<file path="src/rtl/tictactoe_btn_arb_if.sv">
// tictactoe_btn_arb_if: raw push-buttons and enable in, one-cycle command pulses and busy out.
interface tictactoe_btn_arb_if;
    logic BtnC_raw, BtnU_raw, BtnD_raw, BtnL_raw, BtnR_raw, en;
    logic BtnC, BtnU, BtnD, BtnL, BtnR, busy;
    modport master (
        output BtnC_raw, BtnU_raw, BtnD_raw, BtnL_raw, BtnR_raw, en,
        input  BtnC, BtnU, BtnD, BtnL, BtnR, busy
    );
    modport slave (
        input  BtnC_raw, BtnU_raw, BtnD_raw, BtnL_raw, BtnR_raw, en,
        output BtnC, BtnU, BtnD, BtnL, BtnR, busy
    );
endinterface

</file>
<file path="src/rtl/tictactoe_btn_arb.sv">
// tictactoe_btn_arb: synchronise, debounce and arbitrate five buttons into one-cycle command pulses.
// Defining BTN_REPEAT_EN adds hold-to-repeat on U/D/L/R.
module tictactoe_btn_arb #(
    parameter int DEB_CYCLES    = 500000,
    parameter int REPEAT_CYCLES = 25000000
) (
    input logic Clk,
    input logic reset,
    tictactoe_btn_arb_if.slave bus
);
    localparam int DW = $clog2(DEB_CYCLES + 1);
    typedef enum logic [1:0] {IDLE, FIRE, WAIT_REL} state_t;
    state_t state_q, state_d;
    logic [4:0] raw, sync1_q, sync2_q, lvl_q, lvl_d, prio, pulse_q, pulse_d;
    logic [4:0][DW-1:0] cnt_q, cnt_d;
    // LSB-first order C,U,D,L,R makes the lowest set bit the priority winner
    assign raw  = {bus.BtnR_raw, bus.BtnL_raw, bus.BtnD_raw, bus.BtnU_raw, bus.BtnC_raw};
    assign prio = lvl_q & (~lvl_q + 5'd1);
    always_comb begin
        lvl_d = lvl_q;
        cnt_d = '0;
        for (int i = 0; i < 5; i++)
            if (sync2_q[i] != lvl_q[i]) begin
                if (cnt_q[i] == DW'(DEB_CYCLES)) lvl_d[i] = sync2_q[i];
                else cnt_d[i] = cnt_q[i] + 1'b1;
            end
    end
`ifdef BTN_REPEAT_EN
    localparam int RW = $clog2(REPEAT_CYCLES + 1);
    logic [RW-1:0] rcnt_q, rcnt_d;
    logic [4:0] win_q;
    logic rpt_ok;
    // a discarded press latches no winner, so it can never repeat
    assign rpt_ok = |win_q && !win_q[0] && lvl_q == win_q;
    always_ff @(posedge Clk or posedge reset) begin
        if (reset) begin
            win_q  <= '0;
            rcnt_q <= '0;
        end else begin
            if (state_q == IDLE) win_q <= bus.en ? prio : '0;
            rcnt_q <= rcnt_d;
        end
    end
`endif
    always_comb begin
        state_d = state_q;
        pulse_d = '0;
        case (state_q)
            IDLE: if (|lvl_q) begin
                state_d = bus.en ? FIRE : WAIT_REL;
                pulse_d = bus.en ? prio : '0;
            end
            FIRE:    state_d = WAIT_REL;
            default: state_d = |lvl_q ? WAIT_REL : IDLE;
        endcase
`ifdef BTN_REPEAT_EN
        rcnt_d = '0;
        if (state_q != IDLE && rpt_ok) rcnt_d = rcnt_q + 1'b1;
        if (state_q == WAIT_REL && rpt_ok && rcnt_q >= RW'(REPEAT_CYCLES - 1)) begin
            rcnt_d  = '0;
            pulse_d = win_q;
        end
`endif
    end
    always_ff @(posedge Clk or posedge reset) begin
        if (reset) begin
            sync1_q <= '0;
            sync2_q <= '0;
            lvl_q   <= '0;
            cnt_q   <= '0;
            state_q <= IDLE;
            pulse_q <= '0;
        end else begin
            sync1_q <= raw;
            sync2_q <= sync1_q;
            lvl_q   <= lvl_d;
            cnt_q   <= cnt_d;
            state_q <= state_d;
            pulse_q <= pulse_d;
        end
    end
    assign bus.BtnC = pulse_q[0];
    assign bus.BtnU = pulse_q[1];
    assign bus.BtnD = pulse_q[2];
    assign bus.BtnL = pulse_q[3];
    assign bus.BtnR = pulse_q[4];
    assign bus.busy = state_q != IDLE;
endmodule

</file>
<file path="src/flat_wrapper.sv">
// flat-port wrapper written by rule: the top's interface ports become plain ports
module tictactoe_btn_arb_flat 
#(
    parameter int DEB_CYCLES    = 500000,
    parameter int REPEAT_CYCLES = 25000000
)
  (Clk, reset, bus_BtnC_raw, bus_BtnU_raw, bus_BtnD_raw, bus_BtnL_raw, bus_BtnR_raw, bus_en, bus_BtnC, bus_BtnU, bus_BtnD, bus_BtnL, bus_BtnR, bus_busy);
  tictactoe_btn_arb_if bus_i ();
  input logic Clk;
  input logic reset;
  input wire logic [$bits(bus_i.BtnC_raw)-1:0] bus_BtnC_raw;
  input wire logic [$bits(bus_i.BtnU_raw)-1:0] bus_BtnU_raw;
  input wire logic [$bits(bus_i.BtnD_raw)-1:0] bus_BtnD_raw;
  input wire logic [$bits(bus_i.BtnL_raw)-1:0] bus_BtnL_raw;
  input wire logic [$bits(bus_i.BtnR_raw)-1:0] bus_BtnR_raw;
  input wire logic [$bits(bus_i.en)-1:0] bus_en;
  output wire logic [$bits(bus_i.BtnC)-1:0] bus_BtnC;
  output wire logic [$bits(bus_i.BtnU)-1:0] bus_BtnU;
  output wire logic [$bits(bus_i.BtnD)-1:0] bus_BtnD;
  output wire logic [$bits(bus_i.BtnL)-1:0] bus_BtnL;
  output wire logic [$bits(bus_i.BtnR)-1:0] bus_BtnR;
  output wire logic [$bits(bus_i.busy)-1:0] bus_busy;
  assign bus_i.BtnC_raw = bus_BtnC_raw;
  assign bus_i.BtnU_raw = bus_BtnU_raw;
  assign bus_i.BtnD_raw = bus_BtnD_raw;
  assign bus_i.BtnL_raw = bus_BtnL_raw;
  assign bus_i.BtnR_raw = bus_BtnR_raw;
  assign bus_i.en = bus_en;
  assign bus_BtnC = bus_i.BtnC;
  assign bus_BtnU = bus_i.BtnU;
  assign bus_BtnD = bus_i.BtnD;
  assign bus_BtnL = bus_i.BtnL;
  assign bus_BtnR = bus_i.BtnR;
  assign bus_busy = bus_i.busy;
  tictactoe_btn_arb #(.DEB_CYCLES(DEB_CYCLES), .REPEAT_CYCLES(REPEAT_CYCLES)) u_core (.Clk(Clk), .reset(reset), .bus(bus_i));
endmodule
</file>
<file path="config.mk">
export PLATFORM = sky130hd
export DESIGN_NAME = tictactoe_btn_arb_flat
export DESIGN_NICKNAME = d
export VERILOG_FILES = /design/src/rtl/tictactoe_btn_arb_if.sv /design/src/rtl/tictactoe_btn_arb.sv /design/src/flat_wrapper.sv
export SDC_FILE = /design/constraint.sdc
export NUM_CORES = 1
export LEC_CHECK = 0
export ABC_CLOCK_PERIOD_IN_PS = 4400
export BUFFER_PORTS_ARGS = -buffer_cell sky130_fd_sc_hd__buf_2
export CAP_MARGIN = 0
export CORE_UTILIZATION = 62
export CTS_CLUSTER_DIAMETER = 40
export DETAILED_ROUTE_END_ITERATION = 16
export GPL_TIMING_DRIVEN = 0
export PLACE_DENSITY_LB_ADDON = 0.2
export SLEW_MARGIN = 30
export SYNTH_ARGS = -nofsm -noshare
export SYNTH_HDL_FRONTEND = slang
export SYNTH_SLANG_ARGS = --single-unit
</file>
<file path="constraint.sdc">
create_clock -name Clk -period 4.4 [get_ports Clk]
set_input_delay 0.88 -clock Clk [delete_from_list [all_inputs] [get_ports Clk]]
set_output_delay 0.88 -clock Clk [all_outputs]
set_load 0.01 [all_outputs]
</file>
# Yosys cells after proc, flatten, opt, wreduce, memory -nomap -nowiden
# Index checks and enable logic that the tools add are counted.
# word_totals
reg_bits,117
latch_bits,0
mem_bits_rw,0
rom_bits,0
out_inout_bits,6
memories,0
# classes
n_addsub,6
mul,0
n_div,0
n_lt_le_gt_ge,0
n_eq_ne,12
shifts,0
muxes,17
bitwise,2
reduce_logical,8
# op_table
operator,count
19-bit two-way mux,10
19-bit by 1-bit adder with 19-bit output (second input constant),5
19-bit equality test (second input constant),5
5-bit two-way mux,3
2-bit AND reduction,5
2-bit two-way mux,3
5-bit by 1-bit adder with 5-bit output (second input constant),1
5-bit AND,1
1-bit inequality test,5
5-bit inverter,1
5-bit OR reduction,1
2-bit case mux with 2 select lines,1
2-bit by 1-bit equality test with 1-bit output (second input constant),1
2-bit zero test,1
2-bit by 1-bit inequality test with 1-bit output (second input constant),1
2-bit nonzero test,1

# Depth between registers and ports, before layout
# Gate-level depths: netlist of run 1.
# depth
depth_word,6
depth_mapped,7
ltp_nobuf,6

# Worst setup path before layout of run 1
# Ideal clock, no wire load.
# synth_path
path_type,flip-flop to flip-flop
startpoint,register u_core.cnt_q[71] in the netlist's numbering
endpoint,register u_core.cnt_q[66] in the netlist's numbering
t_arrival_ns,1.903
required_ns,4.281
setup_slack_ns,2.378
stages_incl_launch_ff,6
synth_period_minus_slack_ns,2.022
cell_sequence,dfrtp_1 -> or4_1 -> or4_4 -> o21ai_4 -> buf_8 -> nor2_2
# synth_lines
element,line,source
start: declaration,tictactoe_btn_arb.sv:15,"logic [4:0][DW-1:0] cnt_q, cnt_d;"
start signal: assignment,tictactoe_btn_arb.sv:77,cnt_q <= cnt_d;

==> results of run 1 <==
-- registers in the layout, summed over array words and instances (netlist names) --
name,flops
u_core.cnt_q,95
u_core.lvl_q,5
u_core.pulse_q,5
u_core.sync1_q,5
u_core.sync2_q,5
u_core.state_q,2
-- through the flow --
step / hold WS (ns) / power (W) / std cells / util / TNS [ns]
2_1_floorplan: 0.331 / 0.00118 / 553 / - / 0
3_3_place_gp: 0.338 / 0.00120 / 674 / 0.666 / -86.94
3_5_place_dp: 0.338 / 0.00121 / 675 / 0.670 / 0
4_1_cts: 0.353 / 0.00252 / 702 / 0.734 / 0
5_1_grt: 0.367 / 0.00258 / 702 / 0.734 / 0
6_report: 0.353 / 0.00250 / 702 / 0.734 / 0
-- power breakdown --
group	leakage (nW)	switching [W]	internal (W)
sequential	1.60	0.0000151	0.00109
clock	0.274	0.000440	0.000862
combinational	0.778	0.0000575	0.0000270
-- cells in the mapped netlist, drive strengths merged, types with 2 or more instances --
| master | count | area, sq um |
|---|---|---|
| dfrtp | 117 | 2930 |
| nor2 | 93 | 374 |
| xnor2 | 52 | 455 |
| nand3 | 35 | 175 |
| inv | 27 | 101 |
| nand4 | 25 | 163 |
| nand2 | 23 | 86.3 |
| xor2 | 23 | 201 |
| nor4 | 20 | 125 |
| nor3 | 17 | 85.1 |
| a21oi | 15 | 75.1 |
| nor4b | 12 | 105 |
| and3 | 10 | 62.6 |
| ha | 10 | 125 |
| or4 | 9 | 75.1 |
| o31ai | 8 | 78.8 |
| o21ai | 7 | 46.3 |
| or2 | 7 | 43.8 |
| or3 | 6 | 37.5 |
| mux2 | 5 | 56.3 |
| buf | 4 | 38.8 |
| clkbuf | 4 | 16.3 |
| or4b | 4 | 40.0 |
| nand3b | 3 | 22.5 |
| nor4bb | 3 | 30.0 |
| o41ai | 3 | 33.8 |
| and2 | 2 | 12.5 |
| and4 | 2 | 17.5 |
| nor2b | 2 | 12.5 |
-- kinds of logic after synthesis --
kind of cell / count (synthesis) / synth area share
DFF: 117 / 0.517
AOI/OAI and AO/OA: 35 / 0.0439
xor gates and xnor gates: 75 / 0.116
buffers and inverters: 35 / 0.0276
and+or+nand+nor: 275 / 0.262
adders and majority gates: 10 / 0.0221
muxes: 6 / 0.0117
-- layout make-up --
cell class | instances | area, sq um | share of cell area
plain buffers | 8 | 55.1 | 0.00852
clock buffers | 23 | 487 | 0.0753
clock inverters | 4 | 72.6 | 0.0112
inverters | 27 | 109 | 0.0168
multi-input cells | 401 | 2580 | 0.400
flip-flops and latches | 117 | 2930 | 0.453
well taps | 108 | 135 | 0.0209
repair buffers | 14 | 92.6 | 0.0143
-- routing by layer --
| layer | part of all wire | GRT usage | up-vias |
|---|---|---|---|
| li1 | - | - | 2004 |
| met5 | 0 | 0 | - |
| met4 | 0.022 | 0.121 | 0 |
| met2 | 0.51 | 0.452 | 66 |
| met1 | 0.44 | 0.328 | 2084 |
| met3 | 0.031 | 0.0633 | 25 |
-- worst min path at each step --
stage | start | to | cells after the start
floorplan | u_core.sync1_q[0] | u_core.sync2_q[0] | 0
global placement | u_core.sync1_q[3] | u_core.sync2_q[3] | 0
detailed placement | u_core.sync1_q[0] | u_core.sync2_q[0] | 0
CTS | u_core.sync1_q[3] | u_core.sync2_q[3] | 0
global route | u_core.sync1_q[3] | u_core.sync2_q[3] | 0
finish | u_core.sync1_q[3] | u_core.sync2_q[3] | 0
==> flow_summary.html, run 1 <==
<table>
<tr><th>Metric</th><th>Value</th></tr>
<tr><th colspan="2">Placed design</th></tr>
<tr><td>Placed Area</td><td>5900 sq um</td></tr>
<tr><td>Total half-perimeter wirelength after legalization and detailed placement</td><td>7210 um</td></tr>
<tr><td>Last weighted congestion value of the routability-driven placer</td><td>0.850</td></tr>
<tr><td>Worst Setup Slack post-DPL</td><td>2.11 ns</td></tr>
<tr><td>Count of input and output buffers</td><td>13</td></tr>
<tr><th colspan="2">Floorplan</th></tr>
<tr><td>Die Outline Area</td><td>9530 sq um</td></tr>
<tr><td>Y dimension of the die</td><td>97.6 um</td></tr>
<tr><td>Core area</td><td>8810 sq um</td></tr>
<tr><td>Number of rows in the core area</td><td>34</td></tr>
<tr><td>Number of top-level pins</td><td>14</td></tr>
<tr><td>Initial core utilization</td><td>0.644</td></tr>
<tr><td>Die outline width</td><td>97.6 um</td></tr>
<tr><th colspan="2">Timing</th></tr>
<tr><td>Remaining max-slew budget at the tightest pin</td><td>0.382</td></tr>
<tr><td>Count of pins over their slew limit</td><td>0</td></tr>
<tr><td>Actual slew at the worst max-slew pin</td><td>0.917 ns</td></tr>
<tr><td>Largest clock skew in the final design</td><td>0.0125 ns</td></tr>
<tr><td>Final hold violation count</td><td>0</td></tr>
<tr><td>Period utilization</td><td>0.522</td></tr>
<tr><td>Time the final worst path needs with I/O delays and setup</td><td>2.29 ns</td></tr>
<tr><td>PnR worst setup slack</td><td>2.11 ns</td></tr>
<tr><td>RSZ-0062 raised after global routing</td><td>false</td></tr>
<tr><td>Maximum achievable frequency</td><td>0.436 GHz</td></tr>
<tr><td>Final setup viols</td><td>0</td></tr>
<tr><th colspan="2">Clock network</th></tr>
<tr><td>TritonCTS clock tree</td><td>yes</td></tr>
<tr><td>Reg clk slew, reported paths</td><td>0.06 ns</td></tr>
<tr><td>Number of buffers inserted for hold repair after clock tree synthesis</td><td>0</td></tr>
<tr><td>Count of H-tree levels built during CTS</td><td>4</td></tr>
<tr><td>Worst-Skew Late Latency</td><td>0.52 ns</td></tr>
<tr><td>Post-CTS setup buffer count</td><td>0</td></tr>
<tr><td>Number of buffers created by CTS</td><td>17</td></tr>
<tr><td>Number of sinks on the clock net</td><td>117</td></tr>
<tr><td>Resize count post-CTS</td><td>0</td></tr>
<tr><td>Number of buffers between clock root and the deepest sink</td><td>2</td></tr>
<tr><td>Clock root buffer master</td><td>sky130_fd_sc_hd__clkbuf_8</td></tr>
<tr><th colspan="2">Synthesis</th></tr>
<tr><td>Post-Syn Instances</td><td>553</td></tr>
<tr><td>Ys async rst share</td><td>1.00</td></tr>
<tr><td>Count of warnings emitted by yosys</td><td>0</td></tr>
<tr><td>Seq cells post-synth</td><td>117</td></tr>
<tr><td>Number of enable flip-flop cells after synthesis</td><td>0</td></tr>
<tr><td>Mean cell area of the mapped netlist</td><td>10.2 sq um</td></tr>
<tr><td>Syn Std Cell Area</td><td>5670 sq um</td></tr>
<tr><td>Proportion of synthesized chip area in sequential cells</td><td>0.517</td></tr>
<tr><td>Unique masters post-synth</td><td>47</td></tr>
<tr><td>Syn_nets</td><td>571</td></tr>
<tr><td>Dominant register cell in the synthesized netlist</td><td>sky130_fd_sc_hd__dfrtp_1</td></tr>
<tr><th colspan="2">Setup path</th></tr>
<tr><td>Critical path depth</td><td>7</td></tr>
<tr><td>Critical path's largest stage delay</td><td>0.55 ns</td></tr>
<tr><td>Beginning of the worst register-to-register path</td><td>u_core.cnt_q[76]</td></tr>
<tr><td>Capturing element of the worst setup path</td><td>u_core.cnt_q[89]</td></tr>
<tr><td>Signal arrival time at the worst endpoint</td><td>2.68 ns</td></tr>
<tr><td>Gate family responsible for the most delay along the worst path</td><td>compound AO/OA/AOI/OAI gates</td></tr>
<tr><td>Setup CP Type</td><td>reg2reg</td></tr>
<tr><td>Type of destination of the critical path</td><td>flip-flop</td></tr>
<tr><td>Setup slack of the most critical reg-to-reg path</td><td>2.11 ns</td></tr>
<tr><td>Number of cell instances on the worst register-to-register path</td><td>7</td></tr>
<tr><td>CP bufs+invs</td><td>2</td></tr>
<tr><td>Cell-by-cell listing of the critical path</td><td>inv_1 -&gt; ha_1 -&gt; nor4bb_1 -&gt; nand3_1 -&gt; o21ai_1 -&gt; clkbuf_1 -&gt; nor2_1</td></tr>
<tr><td>R2R Path End</td><td>u_core.cnt_q[89]</td></tr>
<tr><td>Category of the worst setup path launch point</td><td>flip-flop</td></tr>
<tr><td>Highest fanout seen on the critical path</td><td>10</td></tr>
<tr><td>Worst endpoint required time</td><td>4.78 ns</td></tr>
<tr><td>Critical-path top delay cell</td><td>sky130_fd_sc_hd__o21ai_1</td></tr>
<tr><td>Critical path origin</td><td>u_core.cnt_q[76]</td></tr>
<tr><th colspan="2">Layout</th></tr>
<tr><td>Filler Cell Count</td><td>607</td></tr>
<tr><td>Layout overhead on the synthesized area</td><td>14.0%</td></tr>
<tr><td>Diode insertion count for antenna repair</td><td>0</td></tr>
<tr><td>Cell area after layout</td><td>6460 sq um</td></tr>
<tr><td>Total Nets Final</td><td>604</td></tr>
<tr><td>Most common cell after layout, fill and taps aside</td><td>sky130_fd_sc_hd__dfrtp_1</td></tr>
<tr><td>Fraction of layout instances using a drive strength above 1</td><td>0.133</td></tr>
<tr><td>Top library cells by usage in the layout, fill and taps aside</td><td>sky130_fd_sc_hd__dfrtp_1 (117), sky130_fd_sc_hd__nor2_1 (83), sky130_fd_sc_hd__xnor2_1 (52), sky130_fd_sc_hd__nand3_1 (35), sky130_fd_sc_hd__inv_1 (26)</td></tr>
<tr><th colspan="2">Flow run</th></tr>
<tr><td>Reported max-cap violation count</td><td>0</td></tr>
<tr><th colspan="2">Global routing</th></tr>
<tr><td>All-Layer GR Usage</td><td>0.268</td></tr>
<tr><td>Initial antenna violation count</td><td>0</td></tr>
<tr><td>Via count of the first global-routing pass</td><td>4253</td></tr>
<tr><td>Largest net degree at the start of global routing</td><td>62</td></tr>
<tr><td>Wire length of the first global-routing pass</td><td>19900 um</td></tr>
<tr><td>Total congestion overflow</td><td>0</td></tr>
<tr><th colspan="2">Status</th></tr>
<tr><td>Violations in the final reports</td><td>DRC</td></tr>
<tr><td>Result of the run</td><td>finished, violations left</td></tr>
<tr><th colspan="2">Worst hold path</th></tr>
<tr><td>Tightest Hold Check Type</td><td>reg2reg</td></tr>
<tr><th colspan="2">Detailed routing</th></tr>
<tr><td>First-pass DRT Iterations</td><td>10</td></tr>
<tr><td>DRC errors left</td><td>2</td></tr>
<tr><td>Vias</td><td>4179</td></tr>
<tr><td>Post-route ant nets</td><td>0</td></tr>
<tr><td>Detail-routed via count per cell</td><td>5.95</td></tr>
<tr><td>Detailed Route Iter0 Violations</td><td>182</td></tr>
<tr><td>Total Wirelength</td><td>11300 um</td></tr>
<tr><td>Average wire per standard cell</td><td>16.1 um</td></tr>
<tr><th colspan="2">Power and ir drop</th></tr>
<tr><td>Peak VDD IR</td><td>0.000349 V</td></tr>
<tr><td>Power density cells</td><td>386 nW/um^2</td></tr>
<tr><td>Static Leak</td><td>2.65 nW</td></tr>
</table>
Power figures use the tool's default switching activity.
==> run 2, diff against run 1 <==
- ABC_CLOCK_PERIOD_IN_PS: 4400 -> 2300
- clock period: 4.4 -> 2.3 ns (I/O delays scaled with it)
==> flow_summary.html, run 2 (synthesized netlist as in run 1, its figures left out) <==
<table>
<tr><th>Metric</th><th>Value</th></tr>
<tr><th colspan="2">Detailed routing</th></tr>
<tr><td>Met3 wire len</td><td>464 um</td></tr>
<tr><td>Average wire per standard cell</td><td>15.7 um</td></tr>
<tr><td>Detail-routed via count per cell</td><td>5.91</td></tr>
<tr><td>Routed wl met2</td><td>5660 um</td></tr>
<tr><td>Vias</td><td>4210</td></tr>
<tr><td>Detailed Route Iter0 Violations</td><td>235</td></tr>
<tr><td>Post-route ant nets</td><td>0</td></tr>
<tr><td>DRC errors left</td><td>2</td></tr>
<tr><td>Total Wirelength</td><td>11200 um</td></tr>
<tr><td>Met1 Wirelength</td><td>4890 um</td></tr>
<tr><td>Highest metal layer with signal wires</td><td>met4</td></tr>
<tr><td>First-pass DRT Iterations</td><td>10</td></tr>
<tr><th colspan="2">Floorplan</th></tr>
<tr><td>Number of top-level pins</td><td>14</td></tr>
<tr><td>Initial core utilization</td><td>0.644</td></tr>
<tr><td>Die Outline Area</td><td>9530 sq um</td></tr>
<tr><td>Y dimension of the die</td><td>97.6 um</td></tr>
<tr><td>Core area</td><td>8810 sq um</td></tr>
<tr><td>Die outline width</td><td>97.6 um</td></tr>
<tr><td>Number of rows in the core area</td><td>34</td></tr>
<tr><th colspan="2">Timing</th></tr>
<tr><td>Actual slew at the worst max-slew pin</td><td>0.757 ns</td></tr>
<tr><td>Final setup TNS</td><td>0 ns</td></tr>
<tr><td>PnR worst setup slack</td><td>0.0784 ns</td></tr>
<tr><td>Final setup viols</td><td>0</td></tr>
<tr><td>Worst Hold Margin</td><td>0.0535 ns</td></tr>
<tr><td>Remaining max-slew budget at the tightest pin</td><td>0.488</td></tr>
<tr><td>Maximum achievable frequency</td><td>0.450 GHz</td></tr>
<tr><td>Time the final worst path needs with I/O delays and setup</td><td>2.22 ns</td></tr>
<tr><td>Final hold violation count</td><td>0</td></tr>
<tr><td>Count of pins over their slew limit</td><td>0</td></tr>
<tr><td>Period utilization</td><td>0.966</td></tr>
<tr><td>Largest clock skew in the final design</td><td>0.00865 ns</td></tr>
<tr><td>RSZ-0062 raised after global routing</td><td>false</td></tr>
<tr><th colspan="2">Layout</th></tr>
<tr><td>Max FFs per register</td><td>95</td></tr>
<tr><td>FF/Latch Area</td><td>2930 sq um</td></tr>
<tr><td>Layout overhead on the synthesized area</td><td>16.7%</td></tr>
<tr><td>Cell area after layout</td><td>6620 sq um</td></tr>
<tr><td>Top library cells by usage in the layout, fill and taps aside</td><td>sky130_fd_sc_hd__dfrtp_1 (117), sky130_fd_sc_hd__nor2_1 (83), sky130_fd_sc_hd__xnor2_1 (52), sky130_fd_sc_hd__nand3_1 (35), sky130_fd_sc_hd__inv_1 (26)</td></tr>
<tr><td>Filler Cell Count</td><td>576</td></tr>
<tr><td>Diode insertion count for antenna repair</td><td>0</td></tr>
<tr><td>Largest Register</td><td>u_core.cnt_q</td></tr>
<tr><td>Multi-input combinational cell area</td><td>2610 sq um</td></tr>
<tr><td>Most common cell after layout, fill and taps aside</td><td>sky130_fd_sc_hd__dfrtp_1</td></tr>
<tr><td>Fraction of layout instances using a drive strength above 1</td><td>0.151</td></tr>
<tr><td>Total Nets Final</td><td>609</td></tr>
<tr><th colspan="2">Placed design</th></tr>
<tr><td>Placed Area</td><td>5960 sq um</td></tr>
<tr><td>Count of input and output buffers</td><td>13</td></tr>
<tr><td>Total half-perimeter wirelength after legalization and detailed placement</td><td>7230 um</td></tr>
<tr><td>Worst Setup Slack post-DPL</td><td>0.0494 ns</td></tr>
<tr><td>Last weighted congestion value of the routability-driven placer</td><td>0.847</td></tr>
<tr><th colspan="2">Status</th></tr>
<tr><td>Violations in the final reports</td><td>DRC</td></tr>
<tr><td>Result of the run</td><td>finished, violations left</td></tr>
<tr><th colspan="2">Setup path</th></tr>
<tr><td>Worst endpoint required time</td><td>2.70 ns</td></tr>
<tr><td>CP bufs+invs</td><td>1</td></tr>
<tr><td>Type of destination of the critical path</td><td>flip-flop</td></tr>
<tr><td>Critical path's largest stage delay</td><td>0.58 ns</td></tr>
<tr><td>Setup CP Type</td><td>reg2reg</td></tr>
<tr><td>Critical-path top delay cell</td><td>sky130_fd_sc_hd__or4_4</td></tr>
<tr><td>Gate family responsible for the most delay along the worst path</td><td>simple AND/OR/NAND/NOR gates</td></tr>
<tr><td>Highest fanout seen on the critical path</td><td>10</td></tr>
<tr><td>Category of the worst setup path launch point</td><td>flip-flop</td></tr>
<tr><td>Cell-by-cell listing of the critical path</td><td>or4_1 -&gt; or4_4 -&gt; o21ai_4 -&gt; buf_8 -&gt; nor2_2</td></tr>
<tr><td>Signal arrival time at the worst endpoint</td><td>2.62 ns</td></tr>
<tr><th colspan="2">Global routing</th></tr>
<tr><td>Initial antenna violation count</td><td>0</td></tr>
<tr><td>Total congestion overflow</td><td>0</td></tr>
<tr><td>Via count of the first global-routing pass</td><td>4265</td></tr>
<tr><td>All-Layer GR Usage</td><td>0.265</td></tr>
<tr><td>Largest net degree at the start of global routing</td><td>32</td></tr>
<tr><td>Wire length of the first global-routing pass</td><td>19900 um</td></tr>
<tr><th colspan="2">Clock network</th></tr>
<tr><td>Worst-Skew Late Latency</td><td>0.51 ns</td></tr>
<tr><td>Number of sinks on the clock net</td><td>117</td></tr>
<tr><td>Clock root buffer master</td><td>sky130_fd_sc_hd__clkbuf_8</td></tr>
<tr><td>Number of buffers created by CTS</td><td>17</td></tr>
<tr><td>Reg clk slew, reported paths</td><td>0.06 ns</td></tr>
<tr><td>Number of buffers between clock root and the deepest sink</td><td>2</td></tr>
<tr><td>TritonCTS clock tree</td><td>yes</td></tr>
<tr><td>Count of H-tree levels built during CTS</td><td>4</td></tr>
<tr><th colspan="2">Power and ir drop</th></tr>
<tr><td>Peak VDD IR</td><td>0.000526 V</td></tr>
<tr><td>Static Leak</td><td>2.73 nW</td></tr>
<tr><td>Power density cells</td><td>756 nW/um^2</td></tr>
<tr><td>Power after layout</td><td>0.00500 W</td></tr>
<tr><th colspan="2">Worst hold path</th></tr>
<tr><td>Tightest Hold Check Type</td><td>in2reg</td></tr>
<tr><th colspan="2">Flow run</th></tr>
<tr><td>Reported max-cap violation count</td><td>0</td></tr>
</table>
run 2: cell types whose count changed in the layout (fill, tap and decap cells not counted), moves of 2 or more:
cell                         change
sky130_fd_sc_hd__bufinv_16       +2
sky130_fd_sc_hd__clkinv_2        +3
sky130_fd_sc_hd__buf_12          +3
sky130_fd_sc_hd__clkinvlp_4      +3
sky130_fd_sc_hd__clkbuf_8        -4
sky130_fd_sc_hd__clkbuf_1        -2
sky130_fd_sc_hd__clkbuf_2        +2
run 2: power by group:
group | internal, W | total [W] | switching (W) | leakage, nW
sequential | 0.00209 | 0.00212 | 0.0000282 | 1.60
clock | 0.00178 | 0.00270 | 0.000921 | 0.294
combinational | 0.0000654 | 0.000178 | 0.000113 | 0.832
total | 0.00394 | 0.00500 | 0.00106 | 2.73
run 2: metrics by stage:
stage / std cells / util
after floorplan: 553 / -
after global placement: 674 / 0.667
after detailed placement: 678 / 0.677
after CTS: 711 / 0.749
after global routing: 712 / 0.751
final: 712 / 0.751
run 2: final cells by class:
class                      count  area share
clock buffer                  19      0.0653
multi-input combinational    401       0.394
buffer                         8     0.00870
timing repair buffer          19      0.0257
sequential                   117       0.443
inverter                      27      0.0159
tap                          108      0.0204
clock inverter                13      0.0272
run 2: path summary, 6_finish.rpt:
check	startpoint	endpoint	slack (ns)	cells past startpoint
max in group asynchronous	reset	u_core.cnt_q[94]	1.14	5
worst max-delay path	u_core.cnt_q[71]	u_core.cnt_q[72]	0.08	5
worst min register to register	u_core.sync1_q[3]	u_core.sync2_q[3]	0.35	0
worst max register to register	u_core.cnt_q[71]	u_core.cnt_q[72]	0.08	5
worst min-delay path	bus_BtnU_raw	u_core.sync1_q[1]	0.05	1
min in group asynchronous	reset	u_core.cnt_q[20]	0.48	3
run 2: repair_timing:
item / CTS / global route
endpoints found under the setup margin: 19 / 40
endpoints found under the hold margin: 13 / 0
resized for setup: 2 / 5
pin swaps: 0 / 1
buffers inserted: 0 / 1
hold buffers: 1 / 0
run 2: routing by layer:
metal  GRT usage  vias to the layer above
met4       0.101                        0
met3      0.0640                       19
met1       0.343                     2071
li1            -                     2016
met2       0.434                      104
met5           0                        -
